### src/rtl/matrix_stream_loader_pkg.sv
// Shared constants and helpers for the matrix stream loader and its bank storage.
package matrix_stream_loader_pkg;

    localparam int DATA_WIDTH_DEF  = 8;
    localparam int MATRIX_SIZE_DEF = 25;
    localparam int MATRIX_DIM      = 5;

    // Width of an index able to address n elements (at least one bit).
    function automatic int idx_width(input int n);
        return (n <= 1) ? 1 : $clog2(n);
    endfunction

    // LSB position of element k inside a packed matrix.
    function automatic int elem_lsb(input int k, input int dw);
        return k * dw;
    endfunction

endpackage

### src/rtl/matrix_bank.sv
// One matrix worth of element storage with an indexed element write and a full flag.
// Writes land on the next clock edge; full set/clear are never requested together.
module matrix_bank
    import matrix_stream_loader_pkg::*;
#(
    parameter int DATA_WIDTH  = DATA_WIDTH_DEF,
    parameter int MATRIX_SIZE = MATRIX_SIZE_DEF,
    localparam int IW = idx_width(MATRIX_SIZE),
    localparam int MW = MATRIX_SIZE * DATA_WIDTH
) (
    input  logic                  clk,
    input  logic                  rst_n,
    input  logic                  wr_en,
    input  logic [IW-1:0]         wr_idx,
    input  logic [DATA_WIDTH-1:0] wr_dat,
    input  logic                  set_full,
    input  logic                  clr_full,
    output logic [MW-1:0]         mat,
    output logic                  full
);

    logic [MW-1:0] mat_q, mat_d;
    logic          full_q, full_d;

    always_comb begin
        mat_d  = mat_q;
        full_d = full_q;
        for (int k = 0; k < MATRIX_SIZE; k++) begin
            if (wr_en && (wr_idx == IW'(k))) begin
                mat_d[elem_lsb(k, DATA_WIDTH) +: DATA_WIDTH] = wr_dat;
            end
        end
        if (set_full) begin
            full_d = 1'b1;
        end else if (clr_full) begin
            full_d = 1'b0;
        end
    end

    always_ff @(posedge clk or negedge rst_n) begin
        if (!rst_n) begin
            mat_q  <= '0;
            full_q <= 1'b0;
        end else begin
            mat_q  <= mat_d;
            full_q <= full_d;
        end
    end

    assign mat  = mat_q;
    assign full = full_q;

endmodule

### src/rtl/matrix_stream_loader.sv
// Packs a row-major element stream into a flat matrix bus through a ping-pong pair of banks.
// s_ready depends only on registered state; a frame may complete while the other bank drains.
module matrix_stream_loader
    import matrix_stream_loader_pkg::*;
#(
    parameter int DATA_WIDTH  = DATA_WIDTH_DEF,
    parameter int MATRIX_SIZE = MATRIX_SIZE_DEF,
    localparam int IW = idx_width(MATRIX_SIZE),
    localparam int MW = MATRIX_SIZE * DATA_WIDTH
) (
    input  logic                  clk,
    input  logic                  rst_n,
    input  logic [DATA_WIDTH-1:0] s_data,
    input  logic                  s_valid,
    output logic                  s_ready,
    input  logic                  s_last,
    output logic [MW-1:0]         m_mat,
    output logic                  m_valid,
    input  logic                  m_ready,
    output logic                  err_len
);

    localparam logic [IW-1:0] LAST_IDX = IW'(MATRIX_SIZE - 1);

    logic [IW-1:0] idx_q, idx_d;
    logic          wr_ptr_q, wr_ptr_d;
    logic          rd_ptr_q, rd_ptr_d;
    logic          err_q, err_d;
    logic          init_q, init_d;

    logic          acc, at_last, complete, drain;
    logic [1:0]    bank_wr_en, bank_set, bank_clr, bank_full;
    logic [MW-1:0] bank_mat [2];

    assign s_ready = init_q && !bank_full[wr_ptr_q];
    assign m_valid = bank_full[rd_ptr_q];
    // With nothing pending, the bank opposite the read pointer is the one last drained,
    // and the writer cannot touch it until the next matrix is presented.
    assign m_mat   = m_valid ? bank_mat[rd_ptr_q] : bank_mat[~rd_ptr_q];
    assign err_len = err_q;

    always_comb begin
        acc      = s_valid && s_ready;
        at_last  = (idx_q == LAST_IDX);
        complete = acc && at_last;
        drain    = m_valid && m_ready;

        idx_d = idx_q;
        if (acc) begin
            idx_d = (at_last || s_last) ? '0 : idx_q + IW'(1);
        end
        wr_ptr_d = wr_ptr_q ^ complete;
        rd_ptr_d = rd_ptr_q ^ drain;
        // Early last or missing last: the two flags disagree on the accepted beat.
        err_d    = acc && (at_last != s_last);
        init_d   = 1'b1;

        for (int b = 0; b < 2; b++) begin
            bank_wr_en[b] = acc && (wr_ptr_q == 1'(b));
            bank_set[b]   = complete && (wr_ptr_q == 1'(b));
            bank_clr[b]   = drain && (rd_ptr_q == 1'(b));
        end
    end

    always_ff @(posedge clk or negedge rst_n) begin
        if (!rst_n) begin
            idx_q    <= '0;
            wr_ptr_q <= 1'b0;
            rd_ptr_q <= 1'b0;
            err_q    <= 1'b0;
            init_q   <= 1'b0;
        end else begin
            idx_q    <= idx_d;
            wr_ptr_q <= wr_ptr_d;
            rd_ptr_q <= rd_ptr_d;
            err_q    <= err_d;
            init_q   <= init_d;
        end
    end

    for (genvar g = 0; g < 2; g++) begin : g_bank
        matrix_bank #(
            .DATA_WIDTH (DATA_WIDTH),
            .MATRIX_SIZE(MATRIX_SIZE)
        ) u_bank (
            .clk     (clk),
            .rst_n   (rst_n),
            .wr_en   (bank_wr_en[g]),
            .wr_idx  (idx_q),
            .wr_dat  (s_data),
            .set_full(bank_set[g]),
            .clr_full(bank_clr[g]),
            .mat     (bank_mat[g]),
            .full    (bank_full[g])
        );
    end

endmodule

### config.mk
export PLATFORM = sky130hd
export DESIGN_NAME = matrix_stream_loader
export DESIGN_NICKNAME = d
export VERILOG_FILES = /design/src/rtl/matrix_stream_loader_pkg.sv /design/src/rtl/matrix_bank.sv /design/src/rtl/matrix_stream_loader.sv
export SDC_FILE = /design/constraint.sdc
export NUM_CORES = 1
export LEC_CHECK = 0
export CAP_MARGIN = 20
export CORE_ASPECT_RATIO = 0.7
export CORE_MARGIN = 5
export CORE_UTILIZATION = 61
export DETAILED_ROUTE_END_ITERATION = 12
export GPL_TIMING_DRIVEN = 0
export PLACE_DENSITY = 0.86
export SETUP_SLACK_MARGIN = 0.05
export SLEW_MARGIN = 20
export SYNTH_ARGS = -nofsm -noshare
export SYNTH_HDL_FRONTEND = slang
export SYNTH_SLANG_ARGS = --single-unit
### constraint.sdc
create_clock -name clk -period 5.8 [get_ports clk]
set_input_delay 1.45 -clock clk [delete_from_list [all_inputs] [get_ports clk]]
set_output_delay 1.45 -clock clk [all_outputs]
set_load 0.01 [all_outputs]
==> Yosys cells after proc, flatten, opt, wreduce, memory -nomap -nowiden <==
Index checks and enable logic that the tools add are counted.
{ "classes": {"addsub": 1, "order_cmp": 4, "eq_ne": 25, "mux": 16, "n_bitwise": 6, "n_reduce_logical": 66} }
{ "ops": {"columns": ["operator", "count"], "rows": [
  ["$mux W200", 7],
  ["$logic_and A1 B1 Y1", 61],
  ["$eq A5 B5 Y1 const B", 9],
  ["$eq A5 B4 Y1 const B", 8],
  ["$eq A5 B3 Y1 const B", 4],
  ["$eq A5 B2 Y1 const B", 2],
  ["$mux W1", 8],
  ["$add A5 B1 Y5 const B", 1],
  ["$eq A5 B1 Y1 const B", 1],
  ["$logic_not A5 Y1", 1],
  ["$mux W5", 1],
  ["$ge A2 B2 Y1 const B", 2],
  ["$lt A1 B2 Y1 const B", 2],
  ["$not A1 Y2", 2],
  ["$reduce_bool A2 Y1", 2],
  ["$not A1 Y1", 2],
  ["$xor A1 B1 Y1", 2],
  ["$logic_not A1 Y1", 1],
  ["$logic_or A1 B1 Y1", 1],
  ["$ne A1 B1 Y1", 1]
]} }
{ "totals": {"regBits": 411, "input_bits": 13, "out_inout_bits": 203, "word_cells": 175} }

==> Logic depth before layout (Yosys ltp) <==
Gate-level depths: netlist of run 1.
{ "logic_depth": {"depth_word": 8, "depth_mapped": 8, "mapped_depth_nobuf": 7} }

==> Hierarchy <==
Synthesis of run 1 repeated with hierarchy kept, for this count alone.
{ "hier_totals": {"cells_unflattened": 1210, "hier_area_um2": 18400.1} }
{ "modules_own_cells": {"columns": ["module", "n_inst", "cells_per_inst", "area_each_um2", "seq_area_each_um2"], "rows": [
  ["matrix_bank", 2, 465, 7652.3, 5029.8],
  ["matrix_stream_loader", 1, 280, 3095.5, 225.2]
]} }

==> Worst setup path before layout of run 1 <==
OpenSTA, ideal clock, no wires.
{ "synth_path": {"path_kind": "flip-flop to output port", "start": "register g_bank[1].u_bank.full_q", "end": "output port m_mat[0]", "arrival_ns": 1.492, "required_time_ns": 4.350, "setup_slack_ns": 2.858, "path_stages_with_launch": 6, "path_buffers": 3, "cell_sequence": "dfrtp_1 > buf_2 > a21oi_1 > clkbuf_1 > buf_2 > mux2_2"} }
{ "synth_via": {"elab_chain_cells": 3} }
{ "synth_rtl": {"columns": ["element", "line_no", "rtl"], "rows": [
  ["from (decl)", "matrix_bank.sv:23", "logic full_q, full_d;"],
  ["from (signal assigned)", "matrix_bank.sv:46", "full_q <= full_d;"],
  ["$mux W1 (not written as such) (2 in series)", "matrix_stream_loader.sv:36", "assign m_valid = bank_full[rd_ptr_q];"],
  ["$mux W200", "matrix_stream_loader.sv:39", "assign m_mat = m_valid ? bank_mat[rd_ptr_q] : bank_mat[~rd_ptr_q];"],
  ["to (decl)", "matrix_stream_loader.sv:17", "output logic [MW-1:0] m_mat,"]
]} }
Every way passes these cells. The select of a mux whose other input is x is not followed.

==> Worst setup path in the final report of run 1 <==
{ "layout_path": {"start": "register g_bank[0].u_bank.full_q", "end": "output port m_mat[178]"} }
{ "layout_via": {"elab_chain_cells": 3} }
{ "layout_rtl": {"columns": ["element", "line_no"], "rows": [
  ["from (decl)", "matrix_bank.sv:23"],
  ["from (signal assigned)", "matrix_bank.sv:46"],
  ["$mux W1 (not written as such) (2 in series)", "matrix_stream_loader.sv:36"],
  ["$mux W200", "matrix_stream_loader.sv:39"]
]} }
Every way passes these cells. The select of a mux whose other input is x is not followed.

==> summary.md, run 1 <==
Across all register-to-register paths, the minimum setup slack is 3.16 ns. The cell count after synthesis came out at 1225. The tools report the initial antenna violation count as 4.

The type of destination of the critical path is a primary output. The tools report the root buffer cell as clkbuf_16. The number of nets handed over by synthesis was 1248. The area of combinational cells with multiple inputs was 7807 um^2; the signal arrival time at the worst endpoint was 3.22 ns. The final routed wire length divided by cell count is 25.76 um.

The placed standard-cell area is 21250 um^2, and the proportion of synthesized flip-flops having asynchronous set or reset is 1.000. Detailed-route vias per instance: 5.938. For the net switching power, the log shows 2.716 mW. The internal power of the cells totals 6.543 mW. The summed area of non-filler cells in the final layout is 22630 um^2, and the number of library cell types mapped by synthesis is 40. Input and output buffers added on the ports amount to 207.

For the total leakage power, the log shows 11.08 nW. The logs give 216 for the number of ports placed on the die boundary and 38 for the number of buffers inserted during clock tree synthesis. The number of buffers added for setup after CTS was 0; the floorplan die area was 34050 um^2. TritonCTS built the clock tree.

The summed instance area of the synthesized netlist was 18550 um^2. The layout overhead on the synthesized area was 22.00%. Yosys synthesis warning count: 0. The worst setup path is launched from a register. At the later pin of the worst-skew pair, clock insertion delay measures 0.53 ns. For this block, the routed nets add up to 49340 um of wire. The maximum net fanout on the critical path works out to 10. The number of placement rows is 53.

The number of iterations in the first detailed-routing pass was 5; the number of synthesized flops with an enable pin was 0. In this run, post-CTS hold repair placed 0 buffers. The fraction of power spent switching nets was 0.2934; the power share of the clock group was 0.298.

For the pin with the worst max-slew slack, the measured transition is 0.9482 ns. The share of the synthesized area in the top cell type is 0.5544. In the synthesized netlist the dominant register cell turns out to be dfrtp_1. The clock passes through at most 3 buffers. Worst setup path startpoint: g_bank[0].u_bank.full. Based on the critical path, the design can be clocked at up to 214.3 MHz. The first-pass GRT wire length came out at 75640 um. The share of synthesized area occupied by flip-flops and latches is 0.5544.

Summed over all instances, the cell type with the most area after synthesis is dfrtp_1. At the end of routability-driven placement, the weighted congestion stood at 0.8277. Critical path start-end classification: reg -> out. The path with the worst hold slack has its endpoint at g_bank[0].u_bank.mat[110].

Setup repair after global routing left no endpoint under its margin. The tools report the reg-to-reg endpoint as g_bank[1].u_bank.mat[122]. The number of max-slew violations in the final report was 0; the final setup violation count was 0. The worst reg-to-reg path cell count was 7; the post-CTS resize count was 0. The most frequent cell after synthesis was mux2_2.

The via count is 11.37k, and the average footprint of a synthesized cell is 15.14 um^2. The H-tree was split into 2 levels. The tightest min-delay check is of the reg -> reg type. Clock skew on the completed layout was measured at 0.01536 ns. The logs give 1.767 ns for the worst-case setup slack after placement and 10280 um^2 for the footprint of the flip-flops and latches.

The hold path depth was 1. Summed over all nets, the half-perimeter wirelength after detailed placement is 33510 um. The overall routing resource usage is 0.2928.

Clock-pin slew was measured on the worst setup and hold paths at 0.07 ns. Number of global-route vias before repair: 12.27k. Dividing total power by cell area gives a power density of 409.1 nW/um^2. The tools report the hold path startpoint as g_bank[0].u_bank.mat[110]. The number of storage elements in the synthesis netlist came out at 411. The proportion of layout cells with a drive suffix above 1 was 0.4983; the worst-case vdd ir drop was 0.2434 mV. After filler insertion, the fill cell instance count of the layout stands at 1866. The total congestion overflow is 0. After synthesis, the cell types taking the most area are dfrtp_1 55%, mux2_2 36%, nand3_2 1.6%. Final clock period utilization by the worst path: 0.8045. The sequential fraction of design power came out at 0.389. The core region area is 29970 um^2. At the end of the flow, the number of nets in the layout was 1499.

The normalized max-slew margin came out at 0.3679. The antenna violation net count after detailed routing was 0; the largest net degree at the start of global routing was 97. The count of endpoints failing hold in the final timing report is 0, and the overall power is 9.259 mW. In this run, the number of DRC markers left after iteration 0 of detailed routing was 812. The run finished with clean final reports. The tools report the starting density of the core as 0.6189.

The combinational cell fraction of total power was 0.313. The clock net in this run drives a total of 411 sinks. Max-cap violations in this run came to 0. For the final hold slack, the log shows 0.4919 ns. The run gives 0 as the number of remaining DRC errors. In this run the critical register-to-register path is launched from idx_q[0].

From left edge to right edge, the die measures 218.4 um. The post-route minimum period is 4.666 ns. The chip height was 155.9 um. The tools report the critical path required time as 4.35 ns. The worst path meets setup with 1.134 ns of slack.

By count the netlist is led by 594 x mux2_2, 411 x dfrtp_1, 51 x clkbuf_1.
==> cells by family (layout without fill, tap and decap cells) <==
group | after synthesis | count (layout) | share of synthesized area
mux | 603 | 603 | 0.3659
flops | 411 | 411 | 0.5544
buf+inv | 103 | 379 | 0.02469
simple gates | 90 | 90 | 0.04539
fa+ha+maj | 10 | 10 | 0.006745
compound gates | 7 | 7 | 0.002630
other cells | 1 | 3 | 0.0002022
==> through the flow <==
| step | instances | setup TNS (ns) | util |
|---|---|---|---|
| 2_1_floorplan | 1225 | 0 | - |
| 3_3_place_gp | 1844 | -5728.60 | 0.7052 |
| 3_5_place_dp | 1848 | 0 | 0.7091 |
| 4_1_cts | 1913 | 0 | 0.7548 |
| 5_1_grt | 1913 | 0 | 0.7548 |
| 6_report | 1915 | 0 | 0.7550 |
==> area by class of cell <==
type                            instances  area share
Multi-Input combinational cell        711      0.3450
Inverter                               11    0.001825
Buffer                                 92     0.01841
Timing Repair Buffer                  211     0.09664
Clock inverter                         13     0.01084
Clock buffer                           52     0.04981
Sequential cell                       411      0.4545
Antenna cell                            2   0.0002212
Tap cell                              412     0.02278
==> critical path: stages (launching register included) <==
cell             delay (ns)
dfrtp_1                0.49
nor2_1                 0.08
a21oi_1                0.20
clkbuf_1               0.58
buf_2                  0.40
mux2_2                 0.43
clkdlybuf4s50_1        0.50
==> worst max-delay path by stage <==
stage / end / cells after the start / slack, ns
after detailed placement: m_mat[1] / 6 / 1.77
after global placement: g_bank[0].u_bank.mat[100] / 1 / -13.98
after global routing: m_mat[157] / 6 / 1.00
after CTS: m_mat[114] / 6 / 1.18
after floorplan: m_mat[0] / 5 / 2.86
final: m_mat[178] / 6 / 1.13
==> power by group through the flow <==
| stage | combinational, mW | sequential [mW] | clock [mW] |
|---|---|---|---|
| floorplan | 1.73 | 3.56 | 0 |
| global placement | 2.82 | 3.62 | 0 |
| detailed placement | 2.89 | 3.64 | 0 |
| CTS | 2.92 | 3.60 | 2.78 |
| global route | 3.07 | 3.66 | 2.89 |
| finish | 2.90 | 3.60 | 2.76 |
==> cell usage in the layout (no fill, tap or decap), types with 7 or more instances in the layout <==
cell,n
mux2_2,594
clkbuf_1,56
nor3_4,9
ha_1,10
nor2b_1,8
clkbuf_16,41
clkdlybuf4s50_1,206
nand3_2,30
bufinv_16,7
mux2_1,7
dfrtp_1,411
buf_2,35
inv_1,11
==> sequential cells by signal, indices dropped and copies added, names as in the netlist <==
name                count
g_bank.u_bank.mat     400
err_len                 1
rd_ptr_q                1
g_bank.u_bank.full      2
wr_ptr_q                1
init_q                  1
idx_q                   5
==> per-layer routing <==
layer	vias to the layer above	GRT usage	share of wire
met2	373	0.4532	0.47
met3	71	0.07177	0.075
met1	6041	0.4304	0.44
met4	2	0.06037	0.016
li1	4885	-	-
met5	-	0	0.00026
(Power assumes the default switching activity.)
==> run 2: changes to the inputs <==
--- a/config.mk
+++ b/config.mk
@@ -8,10 +8,10 @@
 export CAP_MARGIN = 20
 export CORE_ASPECT_RATIO = 0.7
 export CORE_MARGIN = 5
-export CORE_UTILIZATION = 61
+export CORE_UTILIZATION = 51
 export DETAILED_ROUTE_END_ITERATION = 12
 export GPL_TIMING_DRIVEN = 0
-export PLACE_DENSITY = 0.86
+export PLACE_DENSITY = 0.77
 export SETUP_SLACK_MARGIN = 0.05
 export SLEW_MARGIN = 20
 export SYNTH_ARGS = -nofsm -noshare
==> constraint.sdc (replaced) <==
create_clock -name clk -period 4.01 [get_ports clk]
set_input_delay 1.0025 -clock clk [delete_from_list [all_inputs] [get_ports clk]]
set_output_delay 1.0025 -clock clk [all_outputs]
set_load 0.01 [all_outputs]
==> run 2 against run 1 <==
Worst hold slack worse by 0.090 ns. Die area grew 18%. Power up 42%. Critical endpoint is now m_mat[167]. Largest power group unchanged.
==> summary.md, run 2 (synthesized netlist as in run 1, its figures left out) <==
The run finished with clean final reports. The tools report the H-tree depth reported by CTS as 2 (unchanged). From synthesis to final layout, the design area changed by 22.16%. Sum of negative setup slack: 0 ns (unchanged). The number of iterations in the first detailed-routing pass was 5 (unchanged); the total leakage power was 11.06 nW (-0.18%). The tools report the register-to-register path setup slack as 1.43 ns (-1.73 ns). The first-pass GRT wire length was 75830 um (+0.26%). The overall power came out at 13.18 mW (+42%). The tools report the count of placed standard cells in the final layout, fillers left out as 1983 (+3.6%). Via count: 11.25k (-1.1%). Starting density of the core: 0.5164 (-0.1025). The detailed-route vias per instance was 5.674 (-4.4%); the number of remaining DRC errors was 0 (unchanged).

The run gives 58 (+9.4%) as the number of placement rows. TritonCTS built the clock tree. The normalized max-slew margin was 0.3379 (-0.03000); the number of buffers added for setup after CTS was 0 (unchanged).

Number of clock sinks seen by CTS: 411 (unchanged). For the largest net degree at the start of global routing, the log shows 106 (+9.3%). The proportion of layout cells with a drive suffix above 1 was 0.5003 (+0.001998). The final HPWL from detailed placement was 34510 um (+3.0%); the chip height was 169.6 um (+8.8%). The tools report the number of ports placed on the die boundary as 216 (unchanged). The maximum net fanout on the critical path is 10 (unchanged). The total congestion overflow was 0 (unchanged); the measured slew at the worst slew-check pin was 0.9932 ns (+0.04501 ns).

The power per cell area came out at 581.7 nW/um^2 (+42%). The total length of routed wires came out at 50300 um (+1.9%). The run gives 0.4016 ns (-0.09036 ns) as the final hold slack.

For the number of global-route vias before repair, the log shows 12.09k (-1.5%). The run gives 35920 um^2 (+20%) as the core region area. The clock-pin transition on the worst setup and hold timing paths is 0.06 ns (about the same), and the worst clock skew is 0.01536 ns (-0.000005700 ns).

The number of buffers inserted during clock tree synthesis was 41 (+7.9%); the worst-case vdd ir drop was 0.2931 mV (+20%). In this run the clock root is driven by a clkbuf_16. Based on the critical path, the design can be clocked at up to 257.0 MHz. The logs give 0.3478 ns (-1.419 ns) for the worst-case setup slack after placement and 40350 um^2 (+18%) for the floorplan die area. The number of input and output port buffers inserted is 207 (unchanged), and the placed cell count is 1916 (+3.7%). The critical path start-end classification was reg -> out. The tools report the count of endpoints failing hold in the final timing report as 0 (unchanged). Setup repair after global routing could not meet its margin everywhere. The worst reg-to-reg path cell count is 7 (unchanged).

For the summed area of non-filler cells in the final layout, the log shows 22660 um^2 (+0.13%). The clock latency on the worst-skew pair came out at 0.54 ns (about the same). After layout, the minimum clock period comes to 3.891 ns. The floorplan die width was 238.0 um (+8.9%); the final clock period utilization by the worst path was 0.9702.

The placed standard-cell area was 21340 um^2 (+0.40%). The final setup violation count was 0 (unchanged). The post-route core utilization is 0.6308 (-0.1242), and the placer congestion estimate is 0.8382 (+1.3%).

STA classifies the critical path endpoint as a primary output. The final setup slack of the worst path was 0.1194 ns (-1.015 ns). The worst setup path is launched from a register.

The number of buffers on the longest clock path was 3 (unchanged); the overall routing resource usage was 0.2487 (-0.04410). The signal arrival time at the worst endpoint was 2.89 ns (-0.33 ns). The final routed wire length divided by cell count was 25.37 um (-1.5%).

The worst register-to-register path begins at idx_q[0]. The flip-flop count of the largest register after layout was 400 (unchanged). Leaving out fill and tap cells, the most frequent cells in the layout are 594 x mux2_2, 411 x dfrtp_1, 206 x clkdlybuf4s50_1, 54 x clkbuf_1, 41 x clkbuf_16.

The logs give 3.01 ns (-1.34 ns) for the critical path required time and 1502 (+0.20%) for the final net count. The antenna violation net count after detailed routing came out at 0 (unchanged). The commonest non-fill, non-tap cell in the layout is mux2_2. The logs give 0 (unchanged) for the max-cap violation count and 0 (-2) for the count of inserted antenna diode cells.

The count of routing violations after the opening detailed-route iteration is 738 (-9.1%), and the initial antenna violation count is 5 (+1). In this run the critical register-to-register path is captured at g_bank[1].u_bank.mat[123]. The run gives 0 (unchanged) as the number of max-slew violations in the final report. The class of the tightest hold or removal check was in -> async.
run 2: cell count changes in the layout (fill, tap and decap cells not counted):
cell        previous run  this run
clkbuf_8               6         7
diode_2                2         0
clkinv_2               4         7
clkbuf_1              56        54
buf_2                 35        28
bufinv_16              7         3
inv_6                  0         1
buf_4                  3         7
clkinvlp_4             2         3
clkbuf_4               0         5
run 2: where the power goes:
| part | internal [mW] | switching, mW |
|---|---|---|
| sequential | 4.85 | 0.344 |
| clock | 2.19 | 1.57 |
| combinational | 2.23 | 2.00 |
| total | 9.27 | 3.91 |
run 2: worst max path at each step:
stage                                     start                   endpoint  slack (ns)  cells after the start
after floorplan           g_bank[1].u_bank.full                   m_mat[0]        1.52                      5
after global placement                    rst_n  g_bank[1].u_bank.mat[108]      -15.28                      1
after detailed placement  g_bank[0].u_bank.full                 m_mat[176]        0.35                      6
after CTS                 g_bank[0].u_bank.full                 m_mat[194]        0.04                      6
after global routing      g_bank[0].u_bank.full                  m_mat[32]       0.006                      6
final                     g_bank[0].u_bank.full                 m_mat[167]        0.12                      6
run 2: per-layer routing:
metal  wire [um]  track usage  up-vias  share of wire
met1       22840       0.3576     5974           0.45
met2       23260       0.3914      295           0.46
met3        3028      0.05133       84          0.060
met5          11            0        -        0.00022
li1            -            -     4897              -
met4        1154      0.06421        2          0.023
run 2: final cells by class:
cell class | instances | area, um^2
clock inverter | 14 | 156.4
multi-input combinational | 711 | 7807
timing repair buffer | 211 | 2187
tap | 480 | 600.6
inverter | 11 | 41.29
clock buffer | 53 | 1141
buffer | 92 | 441.7
sequential | 411 | 10280
fill | 2674 | 13260
run 2: critical path, cell delays in order (launching register included):
cell             delay (ns)
dfrtp_1                0.50
nor2_1                 0.10
a21oi_1                0.17
buf_2                  0.35
buf_2                  0.33
mux2_2                 0.41
clkdlybuf4s50_1        0.49
run 2: what timing repair did:
action | 4_1_cts | 5_1_grt
cloned | 0 | 0
setup endpoints to repair | 200 | 168
gates resized for setup | 6 | 7
hold endpoints to repair | 0 | 0
hold buffers | 0 | 0
==> RTL edit 1 (settings of run 2) <==
`DATA_WIDTH_DEF`: 8 -> 7.
--- a/src/rtl/matrix_stream_loader_pkg.sv
+++ b/src/rtl/matrix_stream_loader_pkg.sv
@@ -3,3 +3,3 @@
 
-    localparam int DATA_WIDTH_DEF  = 8;
+    localparam int DATA_WIDTH_DEF  = 7;
     localparam int MATRIX_SIZE_DEF = 25;
Ports: changed (resized m_mat and s_data); port bits go from 216 to 190. No check against the original RTL was run, so the function may have changed too.
==> RTL edit 1 against run 2 <==
Sequential power fell by 12%; synthesized cell count down 11%; total power shrank 9.6%; wire length down 14%; maximum frequency up 2.1%; area after synthesis decreased by 9.9%; hold slack got worse by 0.058 ns; sequential cell count decreased by 50; first-iteration DRC count shrank 14%; sequential share of layout area shrank 1.1 points; design area fell by 9.9%; count of clock-buffer cells in the layout fell by 9; final cell count fell by 11%; worst setup slack better by 0.081 ns; critical path type unchanged; largest cell class unchanged; largest power group unchanged.
==> RTL edit 1: results (changes against run 2) <==
Layout
The number of nets in the layout is 1337 (-11%). The share of layout cells above drive strength 1 is 50.97% (+0.94 points).

STA
The relative slew slack was 40.97% (+7.2 points). The worst clock skew is 0.02187 ns (+0.006507 ns).

Power
The net load switching power is 0.003559 W (-9.0%). The worst IR drop on VDD was 0.2872 mV (-2.0%). The cell leakage power is 9.894 nW (-11%).

Placement
The cell area after placement is 0.01919 mm^2 (-10%). The quantity of I/O buffers inserted on ports is 182 (-12%). The final RePlAce weighted congestion came to 0.7944 (-5.2%).

The total half-perimeter wirelength after legalization and detailed placement came to 30500 um (-12%). The setup slack after placement is 0.5560 ns (+0.2082 ns).

Detailed routing
The average detailed-routed wire length per instance is 24.57 um (-3.1%). The number of design-rule violations left by the first detailed-router iteration was 632 (-14%).

Critical path
Among all stages on the critical path, the largest delay is contributed by clkdlybuf4s50_1. The arrival time reported for the critical path endpoint is 2.81 ns (-0.08 ns).

Yosys
The synthesized-area fraction occupied by adder cells was 0.7483% (+0.074 points). The number of distinct standard cells referenced by the synthesized netlist came to 43 (+7.5%). The total nets after synthesis is 1114 (-11%). Sorting the synthesized cells by area gives the leading types as dfrtp_1 54%, mux2_2 34%, nand3_4 2.1%, mux2_4 1.5%, clkbuf_1 0.92%.

The area fraction in compound gates after synthesis is 0.2919% (+0.029 points). The proportion of synthesized chip area in sequential cells came to 54.03% (-1.4 points). The multiplexer area fraction after synthesis is 35.93% (-0.66 points).

Status
The run finished with clean final reports.

GRT
The number of global-route vias before repair came to 10799 (-11%). The global-route wire length before repair is 67480 um (-11%). The initial antenna violation count came to 3 (-2). The maximum number of pins on one net before global-route repair is 99 (-6.6%).

CTS
The number of clock buffers inserted by TritonCTS is 35 (-15%). The clock latency of the later-clocked register in the worst-skew pair came to 0.52 ns (-0.02 ns).
-- RTL edit 1: layout make-up --
cell class,instances,share of cell area [%]
inverter,11,0.2022
tap,427,2.616
antenna,1,0.01225
clock buffer,44,4.859
timing repair buffer,186,9.485
clock inverter,18,1.078
multi-input combinational,636,35.27
buffer,84,2.230
sequential,361,44.25
-- RTL edit 1: per-layer routing --
| layer | global-route usage, % | up-vias | share of wire (%) | wire length (um) |
|---|---|---|---|---|
| met5 | 0 | - | 0 | 0 |
| met4 | 4.127 | 0 | 1.2 | 521 |
| met3 | 4.379 | 46 | 5.1 | 2204 |
| met2 | 36.74 | 237 | 46 | 19950 |
| met1 | 36.88 | 5363 | 48 | 20760 |
| li1 | - | 4364 | - | - |
-- RTL edit 1: worst reg2reg max path, cell delays in order (launching register included) --
cell and delay, ns:
dfrtp_1 0.42, inv_1 0.15, ha_1 0.16, buf_4 0.19, nor2b_1 0.15, clkbuf_1 0.40, nand3_2 0.34, mux2_2 0.38
-- RTL edit 1: final timing paths --
check | slack (ns) | from | end | cells after the start
setup / recovery | 0.20 | g_bank[1].u_bank.full | m_mat[32] | 6
hold / removal | 0.34 | rst_n | g_bank[1].u_bank.mat[121] | 1
setup reg to reg | 1.71 | idx_q[0] | g_bank[1].u_bank.mat[5] | 7
hold reg to reg | 0.49 | g_bank[1].u_bank.mat[99] | g_bank[1].u_bank.mat[99] | 1
max in group asynchronous | 2.06 | rst_n | g_bank[0].u_bank.full | 4
min in group clk | 0.49 | g_bank[1].u_bank.mat[99] | g_bank[1].u_bank.mat[99] | 1
-- RTL edit 1: cells by family after synthesis --
family | Yosys count
multiplexers | 528
AND/OR/NAND/NOR | 90
flip-flops | 361
other | 1
AO/OA/AOI/OAI | 7
buffers and inverters | 95
adder cells (fa/ha/maj) | 10
-- RTL edit 1: power groups by stage --
stage          sequential, W  combinational [W]  clock, W
5_1_grt              0.00465            0.00412   0.00369
3_3_place_gp         0.00460            0.00379         0
3_5_place_dp         0.00463            0.00386         0
4_1_cts              0.00457            0.00390   0.00354
6_report             0.00457            0.00387   0.00348
2_1_floorplan        0.00453            0.00236         0
-- RTL edit 1: per-stage QoR --
stage	std cells	utilization, %
2_1_floorplan	1092	-
3_3_place_gp	1701	58.98
3_5_place_dp	1705	59.33
4_1_cts	1767	63.10
5_1_grt	1767	63.13
6_report	1768	63.13
==> RTL edit 2 (flow settings as in run 2) <==
Made on the original files. The output `err_len` loses its register stage (`err_q` becomes a continuous assignment).
--- a/src/rtl/matrix_stream_loader.sv
+++ b/src/rtl/matrix_stream_loader.sv
@@ -69,3 +69,2 @@
             rd_ptr_q <= 1'b0;
-            err_q    <= 1'b0;
             init_q   <= 1'b0;
@@ -75,3 +74,2 @@
             rd_ptr_q <= rd_ptr_d;
-            err_q    <= err_d;
             init_q   <= init_d;
@@ -79,2 +77,4 @@
     end
+
+    assign err_q = err_d;
 
Formal check against the unedited RTL: not equivalent (Yosys sat finds a counterexample within 4 cycles, from zero or initial values and one cycle with rst_n low).
==> RTL edit 2 against run 2 <==
Clock skew is 0.0022 ns higher; sequential cell count fell by 1; worst setup slack improved by 0.018 ns; total power rose by 2.0%; maximum frequency increased by 0.48%; non-clock buffer count did not move; combinational power hardly changed; design area grew 0.58%; area after synthesis decreased by 0.13%; wire length decreased by 0.50%; critical path type is now primary input to output port; largest cell class unchanged.
==> RTL edit 2: results (changes against run 2) <==
Status
The flow ran to the end, and the final reports show no timing, DRC or antenna violations.

Yosys
Among all flip-flop cells after synthesis, the most frequent one is dfrtp_1. In the post-synthesis netlist, the biggest area contributors are dfrtp_1 55%, mux2_2 36%, nand3_2 1.6%, clkbuf_1 1.0%, buf_2 0.95%. The async set-or-reset flop fraction in the synthesized netlist is 100.0% (unchanged). Counting instances in the post-synthesis netlist gives the leading cell types as 594 x mux2_2, 410 x dfrtp_1, 51 x clkbuf_1, 35 x buf_2, 30 x nand3_2. The count of mapped cells out of synthesis is 1224 (-0.082%). The total nets after synthesis is 1247 (-0.080%). The proportion of synthesized chip area in sequential cells is 55.38% (-0.060 points). The number of distinct standard cells referenced by the synthesized netlist is 40 (unchanged). The count of warnings emitted by yosys was 0 (unchanged).

Layout
The multi-input gate area in the final layout is 0.007816 mm^2 (+0.11%). The fill cell total of the finished layout is 2623 (-1.9%). The number of nets in the layout is 1501 (-0.067%).

The share of layout cells above drive strength 1 was 50.23% (+0.20 points). The number of flip-flops under the largest register name came to 400 (unchanged). The non-filler instance count after layout is 1993 (+0.50%).

Critical path
The maximum fanout along the worst path is 7 (-3). The arrival time reported for the critical path endpoint came to 2.87 ns (-0.02 ns). The register-to-register setup slack came to 1.47 ns (+0.04 ns).

Detailed routing
The final routed DRC violation total was 0 (unchanged). The first-pass iteration count of the detailed router is 5 (unchanged). The wire length after detailed routing is 50050 um (-0.50%). The number of design-rule violations left by the first detailed-router iteration is 664 (-10%). The vias after detailed routing is 11158 (-0.84%).

CTS
The clock slew at the register clock pins of the worst setup and hold paths is 0.06 ns (about the same). In this run the clock root is driven by a clkbuf_16. At the later pin of the worst-skew pair, clock insertion delay measures 0.55 ns. The maximum level of the CTS H-tree is 2 (unchanged).

The number of setup buffers added after CTS is 0 (unchanged). The number of clock buffers inserted by TritonCTS is 41 (unchanged). The maximum count of clock buffers along a single path came to 3 (unchanged). TritonCTS built the clock tree.

Power
The worst IR drop on VDD is 0.3086 mV (+5.3%). The cell leakage power was 11.14 nW (+0.68%).

GRT
The global-route track usage on met1 is 37.51% (+1.7 points). The met3 demand-to-capacity share in global routing is 5.003% (-0.13 points). The total routing resource utilization after global routing came to 24.88% (about the same).

The global-route wire length before repair is 76270 um (+0.57%). The met2 routing resource usage after global routing is 38.28% (-0.86 points). The number of global-route vias before repair is 11926 (-1.3%). The initial antenna violation count was 5 (unchanged). The maximum number of pins on one net before global-route repair is 101 (-4.7%).

Placement
The final RePlAce weighted congestion is 0.8171 (-2.5%). The total half-perimeter wirelength after legalization and detailed placement was 34440 um (-0.19%). The cell area after placement is 0.02131 mm^2 (-0.12%). The instance count after placement with tap cells included is 1915 (-0.052%). The quantity of I/O buffers inserted on ports is 207 (unchanged).

Min path
The worst hold path belongs to the class primary input to asynchronous set/reset pin.

STA
The worst clock skew is 0.01757 ns (+0.002209 ns). The slew at the pin closest to its max-slew limit came to 0.9742 ns (-0.01897 ns).
-- RTL edit 2: repair_timing --
action                                 4_1_cts  5_1_grt
endpoints found under the hold margin        0        0
setup endpoints to repair                  200      201
gates resized for setup                      0       19
pin swaps                                    0        0
hold buffers                                 0        0
-- RTL edit 2: path summary, 6_finish.rpt --
kind / start / to / cells past startpoint
setup / recovery: s_valid / err_len / 5
hold / removal: rst_n / g_bank[0].u_bank.mat[19] / 1
setup reg to reg: idx_q[0] / g_bank[1].u_bank.mat[125] / 7
hold reg to reg: g_bank[0].u_bank.mat[102] / g_bank[0].u_bank.mat[102] / 1
max in group asynchronous: rst_n / g_bank[0].u_bank.mat[104] / 3
min in group clk: g_bank[0].u_bank.mat[102] / g_bank[0].u_bank.mat[102] / 1
-- RTL edit 2: critical path, cell delays in order --
cell	delay, ns
clkdlybuf4s50_1	0.57
and2_1	0.15
clkbuf_1	0.23
and3_1	0.32
clkdlybuf4s50_1	0.58
-- RTL edit 2: cell families after synthesis --
| family | Yosys count | share of synthesized area [%] |
|---|---|---|
| compound gates | 7 | 0.2634 |
| fa+ha+maj | 10 | 0.6754 |
| buf+inv | 103 | 2.472 |
| flops | 410 | 55.38 |
| mux | 603 | 36.64 |
| other cells | 1 | 0.02024 |
| simple gates | 90 | 4.546 |
-- RTL edit 2: cell type report --
| class | count | share of cell area, % |
|---|---|---|
| sequential | 410 | 45.02 |
| multi-input combinational | 711 | 34.29 |
| antenna | 2 | 0.02196 |
| inverter | 11 | 0.1812 |
| timing repair buffer | 211 | 9.596 |
| tap | 480 | 2.635 |
| clock buffer | 60 | 5.440 |
| clock inverter | 16 | 0.8454 |
| buffer | 92 | 1.971 |
-- RTL edit 2: through the flow --
| step | hold WS, ns | worst slack, ns | power (W) |
|---|---|---|---|
| 3_3_place_gp | 0.4630 | -15.38 | 0.009347 |
| 6_report | 0.3866 | 0.1378 | 0.01345 |
| 2_1_floorplan | 0.4522 | 1.498 | 0.007643 |
| 4_1_cts | 0.3904 | -0.2289 | 0.01351 |
| 3_5_place_dp | 0.4742 | 0.2124 | 0.009448 |
| 5_1_grt | 0.4258 | 0.02755 | 0.01404 |
-- RTL edit 2: power by group --
| group | switching (W) | internal, W |
|---|---|---|
| Combinational | 0.00199 | 0.00223 |
| Clock | 0.00163 | 0.00241 |
| Sequential | 0.000347 | 0.00484 |
-- RTL edit 2: per-layer routing --
metal  up-vias  part of all wire [%]
li1       4903                     -
met1      5918                    47
met2       276                    46
met3        59                   5.9
met4         2                   1.4
met5         -                 0.036
